File: src/rtl/mem_stage.sv
`default_nettype none
// +----------------------------------------------------------------------------+
// | mem_stage : RISC-V memory-access stage (req/ack data bus, load align/ext). |
// | Optional: MEM_STAGE_MISALIGN_TRAP_EN traps misaligned half/word accesses.  |
// | Rev 1.0 - initial release                                                  |
// +----------------------------------------------------------------------------+
module mem_stage #(
   parameter int         AW       = 32,
   parameter logic [6:0] LOAD_OP  = 7'b0000011,
   parameter logic [6:0] STORE_OP = 7'b0100011
) (
   input  logic          clk,
   input  logic          rst,
   input  logic          in_valid,
   output logic          in_ready,
   input  logic [31:0]   result,
   input  logic [31:0]   Data_store,
   input  logic [31:0]   immOut,
   input  logic [31:0]   PC_4,
   input  logic [6:0]    opcode,
   input  logic          su,
   input  logic [1:0]    whb,
   input  logic [1:0]    wos,
   output logic          dmem_req,
   output logic          dmem_we,
   output logic [AW-1:0] dmem_addr,
   output logic [31:0]   dmem_wdata,
   output logic [3:0]    dmem_be,
   input  logic          dmem_ack,
   input  logic [31:0]   dmem_rdata,
   output logic          wb_valid,
   output logic [31:0]   wb_data,
   output logic          misalign
);

   typedef enum logic [1:0] {
      S_IDLE   = 2'd0,
      S_ACCESS = 2'd1,
      S_RESP   = 2'd2
   } state_t;

   state_t      r_state;
   state_t      w_state_nxt;

   logic [31:0] r_result;
   logic [31:0] r_store;
   logic [31:0] r_imm;
   logic [31:0] r_pc4;
   logic [6:0]  r_opcode;
   logic        r_su;
   logic [1:0]  r_whb;
   logic [1:0]  r_wos;
   logic [31:0] r_rdata;

   logic        w_in_mem;
   logic        w_in_mis;
   logic        w_accept;
   logic        w_is_load;
   logic        w_is_store;
   logic        w_in_access;
   logic [3:0]  w_be;
   logic [31:0] w_wdata;
   logic [7:0]  w_byte;
   logic [15:0] w_half;
   logic [31:0] w_load;

   assign w_in_mem    = (opcode == LOAD_OP) || (opcode == STORE_OP);
   assign w_accept    = (r_state == S_IDLE) && in_valid;
   assign w_is_load   = (r_opcode == LOAD_OP);
   assign w_is_store  = (r_opcode == STORE_OP);
   assign w_in_access = (r_state == S_ACCESS);

`ifdef MEM_STAGE_MISALIGN_TRAP_EN
   logic r_mis;

   assign w_in_mis = w_in_mem &&
                     (((whb == 2'b01) && result[0]) ||
                      (whb[1] && (result[1:0] != 2'b00)));

   always_ff @(posedge clk or negedge rst) begin
      if (!rst) begin
         r_mis <= 1'b0;
      end else if (w_accept) begin
         r_mis <= w_in_mis;
      end
   end

   assign misalign = (r_state == S_RESP) && r_mis;
`else
   assign w_in_mis = 1'b0;
   assign misalign = 1'b0;
`endif

   always_ff @(posedge clk or negedge rst) begin
      if (!rst) begin
         r_state <= S_IDLE;
      end else begin
         r_state <= w_state_nxt;
      end
   end

   always_comb begin
      w_state_nxt = r_state;
      case (r_state)
         S_IDLE: begin
            if (in_valid) begin
               w_state_nxt = (w_in_mem && !w_in_mis) ? S_ACCESS : S_RESP;
            end
         end
         S_ACCESS: begin
            if (dmem_ack) begin
               w_state_nxt = S_RESP;
            end
         end
         S_RESP:  w_state_nxt = S_IDLE;
         default: w_state_nxt = S_IDLE;
      endcase
   end

   always_ff @(posedge clk or negedge rst) begin
      if (!rst) begin
         r_result <= '0;
         r_store  <= '0;
         r_imm    <= '0;
         r_pc4    <= '0;
         r_opcode <= '0;
         r_su     <= 1'b0;
         r_whb    <= '0;
         r_wos    <= '0;
      end else if (w_accept) begin
         r_result <= result;
         r_store  <= Data_store;
         r_imm    <= immOut;
         r_pc4    <= PC_4;
         r_opcode <= opcode;
         r_su     <= su;
         r_whb    <= whb;
         r_wos    <= wos;
      end
   end

   always_ff @(posedge clk or negedge rst) begin
      if (!rst) begin
         r_rdata <= '0;
      end else if (w_in_access && dmem_ack) begin
         r_rdata <= dmem_rdata;
      end
   end

   // Bus outputs derive only from the captured request, so they hold steady until ack.
   always_comb begin
      w_be    = 4'b1111;
      w_wdata = '0;
      if (w_is_store) begin
         case (r_whb)
            2'b00: begin
               w_be    = 4'b0001 << r_result[1:0];
               w_wdata = {4{r_store[7:0]}};
            end
            2'b01: begin
               w_be    = r_result[1] ? 4'b1100 : 4'b0011;
               w_wdata = {2{r_store[15:0]}};
            end
            default: begin
               w_be    = 4'b1111;
               w_wdata = r_store;
            end
         endcase
      end
   end

   assign dmem_req   = w_in_access;
   assign dmem_we    = w_in_access && w_is_store;
   assign dmem_addr  = w_in_access ? {r_result[AW-1:2], 2'b00} : '0;
   assign dmem_be    = w_in_access ? w_be : 4'b0000;
   assign dmem_wdata = w_in_access ? w_wdata : '0;
   assign in_ready   = (r_state == S_IDLE);
   assign wb_valid   = (r_state == S_RESP);

   always_comb begin
      w_byte = r_rdata[7:0];
      case (r_result[1:0])
         2'b00:   w_byte = r_rdata[7:0];
         2'b01:   w_byte = r_rdata[15:8];
         2'b10:   w_byte = r_rdata[23:16];
         default: w_byte = r_rdata[31:24];
      endcase
      w_half = r_result[1] ? r_rdata[31:16] : r_rdata[15:0];
   end

   always_comb begin
      w_load = r_rdata;
      case (r_whb)
         2'b00:   w_load = r_su ? {{24{w_byte[7]}}, w_byte} : {24'd0, w_byte};
         2'b01:   w_load = r_su ? {{16{w_half[15]}}, w_half} : {16'd0, w_half};
         default: w_load = r_rdata;
      endcase
   end

   always_comb begin
      wb_data = '0;
      if (r_state == S_RESP) begin
         case (r_wos)
            2'b00:   wb_data = r_result;
            2'b01:   wb_data = w_is_load ? w_load : 32'd0;
            2'b10:   wb_data = r_pc4;
            default: wb_data = r_imm;
         endcase
`ifdef MEM_STAGE_MISALIGN_TRAP_EN
         if (r_mis) begin
            wb_data = r_result;
         end
`endif
      end
   end

endmodule
`default_nettype wire
File: config.mk
export PLATFORM = sky130hd
export DESIGN_NAME = mem_stage
export DESIGN_NICKNAME = d
export VERILOG_FILES = /design/src/rtl/mem_stage.sv
export SDC_FILE = /design/constraint.sdc
export NUM_CORES = 1
export LEC_CHECK = 0
export CORE_MARGIN = 1
export CORE_UTILIZATION = 50
export DETAILED_ROUTE_END_ITERATION = 10
export DONT_BUFFER_PORTS = 1
export GPL_ROUTABILITY_DRIVEN = 0
export PLACE_DENSITY_LB_ADDON = 0.12
export SLEW_MARGIN = 10
export SYNTH_ARGS = -nofsm -noshare
export SYNTH_HDL_FRONTEND = slang
export SYNTH_SLANG_ARGS = --single-unit
export TNS_END_PERCENT = 10
File: constraint.sdc
create_clock -name clk -period 2.02 [get_ports clk]
set_clock_uncertainty 0.15 [all_clocks]
set_input_delay 0.303 -clock clk [delete_from_list [all_inputs] [get_ports clk]]
set_output_delay 0.303 -clock clk [all_outputs]
set_load 0.005 [all_outputs]
==> reports/qor.yml <==
status:
  status: "complete, but fails checks"
  violations: "negative hold slack, negative setup slack"
layout:
  diodes: 0
  final_cells: 1474
  fin_nets: 1412
  final_area_mm2: 0.0123
  syn2layout_area_growth_pct: 37.6
  drive_gt1_share_pct: 18.6
yosys:
  yosysWarnings: 0
  yosysMostFrequentCell: "nand2_1"
  synth.distinct_cells: 41
  seq_area_frac_synth_pct: 48.9
  syn_area_per_cell_um2: 8.53
  synthTopCellsByArea: "dfrtp_1, nand2_1, mux2_2"
  ys_top_cells_by_count: "nand2_1, dfrtp_1, a21oi_1, clkbuf_1, mux2_2"
  synthesis.area_mm2: 0.00891
  ys.flop_type: "dfrtp_1"
  synth_edf_count: 0
  synth_largest_area_cell: "dfrtp_1"
  synth.top_cell.area_share_pct: 48.9
  async_flop_share_pct: 100
  syn_inst: 1044
  ys_seq_elements: 174
worst_setup_path:
  slowest_stage: "a221oi_1"
  crit_chain: "buf_4 > nor2_2 > buf_4 > a221oi_1 > a21oi_2"
  crit_family: "compound AO/OA/AOI/OAI gates"
  reg2reg_depth: 6
  crit_buf_inv: 2
  cp.depth: 5
  critPathArrivalTime_ns: 2.11
  crit_start: "r_wos[0]"
  end_kind: "primary output"
  criticalPathCategory: "flop to primary output"
  crit_end: "wb_data[23]"
  r2r-end: "r_state[0]"
  r2r-start: "r_state[0]"
  cp-start-kind: "flop"
  path_max_fanout: 19
  worstPathRequired_ns: 1.57
  cp_common_cell: "buf_4"
  cp_slowest_stage_delay_ns: 0.63
  regToRegSetupSlack_ns: 0.05
route:
  antenna_left: 0
  drtIter0Drc: 530
  top_layer: "met4"
  wl_met2_mm: 13.8
  drc: 0
  drt-met1-wl_mm: 12.5
  routedWlPerCell_um: 19.5
  first_pass_iters: 5
  dr_total_vias: 8194
  viasPerCell: 5.56
  routed_wl_mm: 28.8
  met3_length_mm: 1.98
placed_design:
  dpl_cell_area_mm2: 0.00953
  dp.cells: 1265
  numPortBuffers: 0
  hpwl_mm: 18.8
die:
  ios: 281
  coreArea_mm2: 0.0174
  die_w_um: 135
  initial_core_util_pct: 51.3
  dieArea_mm2: 0.0184
  die_h_um: 135
  rows: 48
clocking:
  cts_tree: "built"
  cts_sinks: 174
  root_buffer: "clkbuf_16"
  htree_levels: 4
  cts_made_buffers: 17
  hold_buffers: 174
  cts.clk_slew.worst_paths_ns: 0.07
  cts_buffer_depth: 2
  clk_latency_ns: 0.43
sta:
  holdWs_ns: -0.584
  slew_headroom_pct: 54.7
  tightest_slew_ns: 0.679
  tns_ns: -23.52
  setup_slack_ns: -0.539
  drv_slew: 0
  fin_crit_sh_pct: 127
  min_period_ns: 2.56
  setup_violations: 69
  timing.fmax_mhz: 391
  hold_viol_final: 174
  rsz0062_at_grt: "yes"
power_and_ir_drop:
  power_leakage_nw: 5.82
  power_density_mw_per_mm2: 828
  max-vdd-ir-drop_mv: 0.675
global_route:
  grt_pass1_vias: 8059
  grt_max_degree: 175
  grt-ovfl-total: 0
  grt_use_total_pct: 31.4
  grt_pass1_wl_mm: 43.4
  antenna_found_initial: 0
hold_path:
  min_path_type: "primary input to asynchronous set/reset pin"
flow_run:
  drv_cap: 0
==> final cells by class <==
type | instances | area [um^2]
fill | 1314 | 5100
multi-input combinational | 789 | 4500
sequential | 174 | 4360
timing repair buffer | 247 | 2510
clock buffer | 19 | 443
tap | 225 | 282
clock inverter | 13 | 131
inverter | 7 | 30.0
==> per-stage QoR <==
step | setup slack (ns) | power, mW | hold slack (ns) | util (%)
after global routing | -0.655 | 10.6 | -0.611 | 70.6
after floorplan | -0.0873 | 5.68 | -0.143 | -
after CTS | -0.559 | 10.0 | -0.600 | 69.4
final | -0.539 | 10.1 | -0.584 | 70.6
after global placement | -0.117 | 6.37 | -0.138 | 54.9
after detailed placement | -0.120 | 6.42 | -0.137 | 54.9
==> where the power goes <==
part / total [mW] / switching (mW) / internal, mW
clock network: 3.24 / 1.48 / 1.76
registers: 4.43 / 0.431 / 4.00
logic: 2.48 / 1.30 / 1.18
total: 10.1 / 3.21 / 6.94
==> sequential cells by signal, indices dropped and copies added, names as in the netlist <==
| name | cells |
|---|---|
| r_wos | 2 |
| r_pc4 | 32 |
| r_state | 2 |
| r_store | 32 |
| r_imm | 32 |
| r_result | 32 |
| r_rdata | 32 |
| r_su | 1 |
| r_opcode | 7 |
| r_whb | 2 |
==> kinds of logic (layout without fill, tap and decap cells) <==
family | count (synthesis) | after routing | synth area share, %
mux | 80 | 80 | 9.87
flops | 174 | 174 | 48.9
compound gates | 168 | 168 | 12.2
other cells | 1 | 3 | 0.0421
simple gates | 538 | 538 | 24.8
buf+inv | 83 | 286 | 4.20
==> layout by cell type (no fill, tap or decap), types with 3 or more instances in the layout <==
| cell | Yosys | final |
|---|---|---|
| clkbuf_16 | 0 | 18 |
| a21oi_1 | 58 | 25 |
| dlygate4sd3_1 | 0 | 174 |
| nor2_2 | 0 | 7 |
| nor2_1 | 45 | 37 |
| o21a_1 | 24 | 24 |
| buf_12 | 0 | 12 |
| dfrtp_1 | 174 | 171 |
| inv_6 | 0 | 3 |
| nand2b_1 | 11 | 11 |
| o32ai_2 | 0 | 6 |
| nand2_1 | 428 | 426 |
| buf_4 | 5 | 52 |
| a21oi_2 | 1 | 33 |
| conb_1 | 1 | 3 |
| mux2_4 | 0 | 3 |
| dfrtp_2 | 0 | 3 |
| buf_6 | 4 | 6 |
| a221oi_2 | 0 | 5 |
| mux2_2 | 53 | 50 |
| a221oi_1 | 24 | 19 |
| o21ai_0 | 38 | 37 |
| clkinv_4 | 0 | 4 |
| inv_1 | 7 | 5 |
| o211ai_1 | 7 | 7 |
| and2_1 | 40 | 38 |
| mux2i_1 | 26 | 26 |
==> per-layer routing <==
layer	vias to the layer above	GRT usage, %
met5	-	0
met4	0	10.5
met3	38	6.96
met2	348	49.4
met1	3974	42.9
li1	3834	-
==> how the worst min path moves through the flow <==
| stage | slack [ns] | end | cells past startpoint | from |
|---|---|---|---|---|
| floorplan | -0.14 | r_imm[0] | 0 | rst |
| global placement | -0.14 | r_result[20] | 0 | rst |
| detailed placement | -0.14 | r_result[21] | 0 | rst |
| CTS | -0.60 | r_imm[19] | 0 | rst |
| global route | -0.61 | r_imm[19] | 0 | rst |
| finish | -0.58 | r_imm[19] | 0 | rst |
==> repair_timing <==
action / CTS / global route
endpoints found under the setup margin: 90 / 100
gates cloned: 0 / 1
pin swaps: 1 / 12
hold endpoints to repair: 348 / 174
buffers inserted: 0 / 2
resized for setup: 47 / 37
Power figures use the tool's default switching activity.
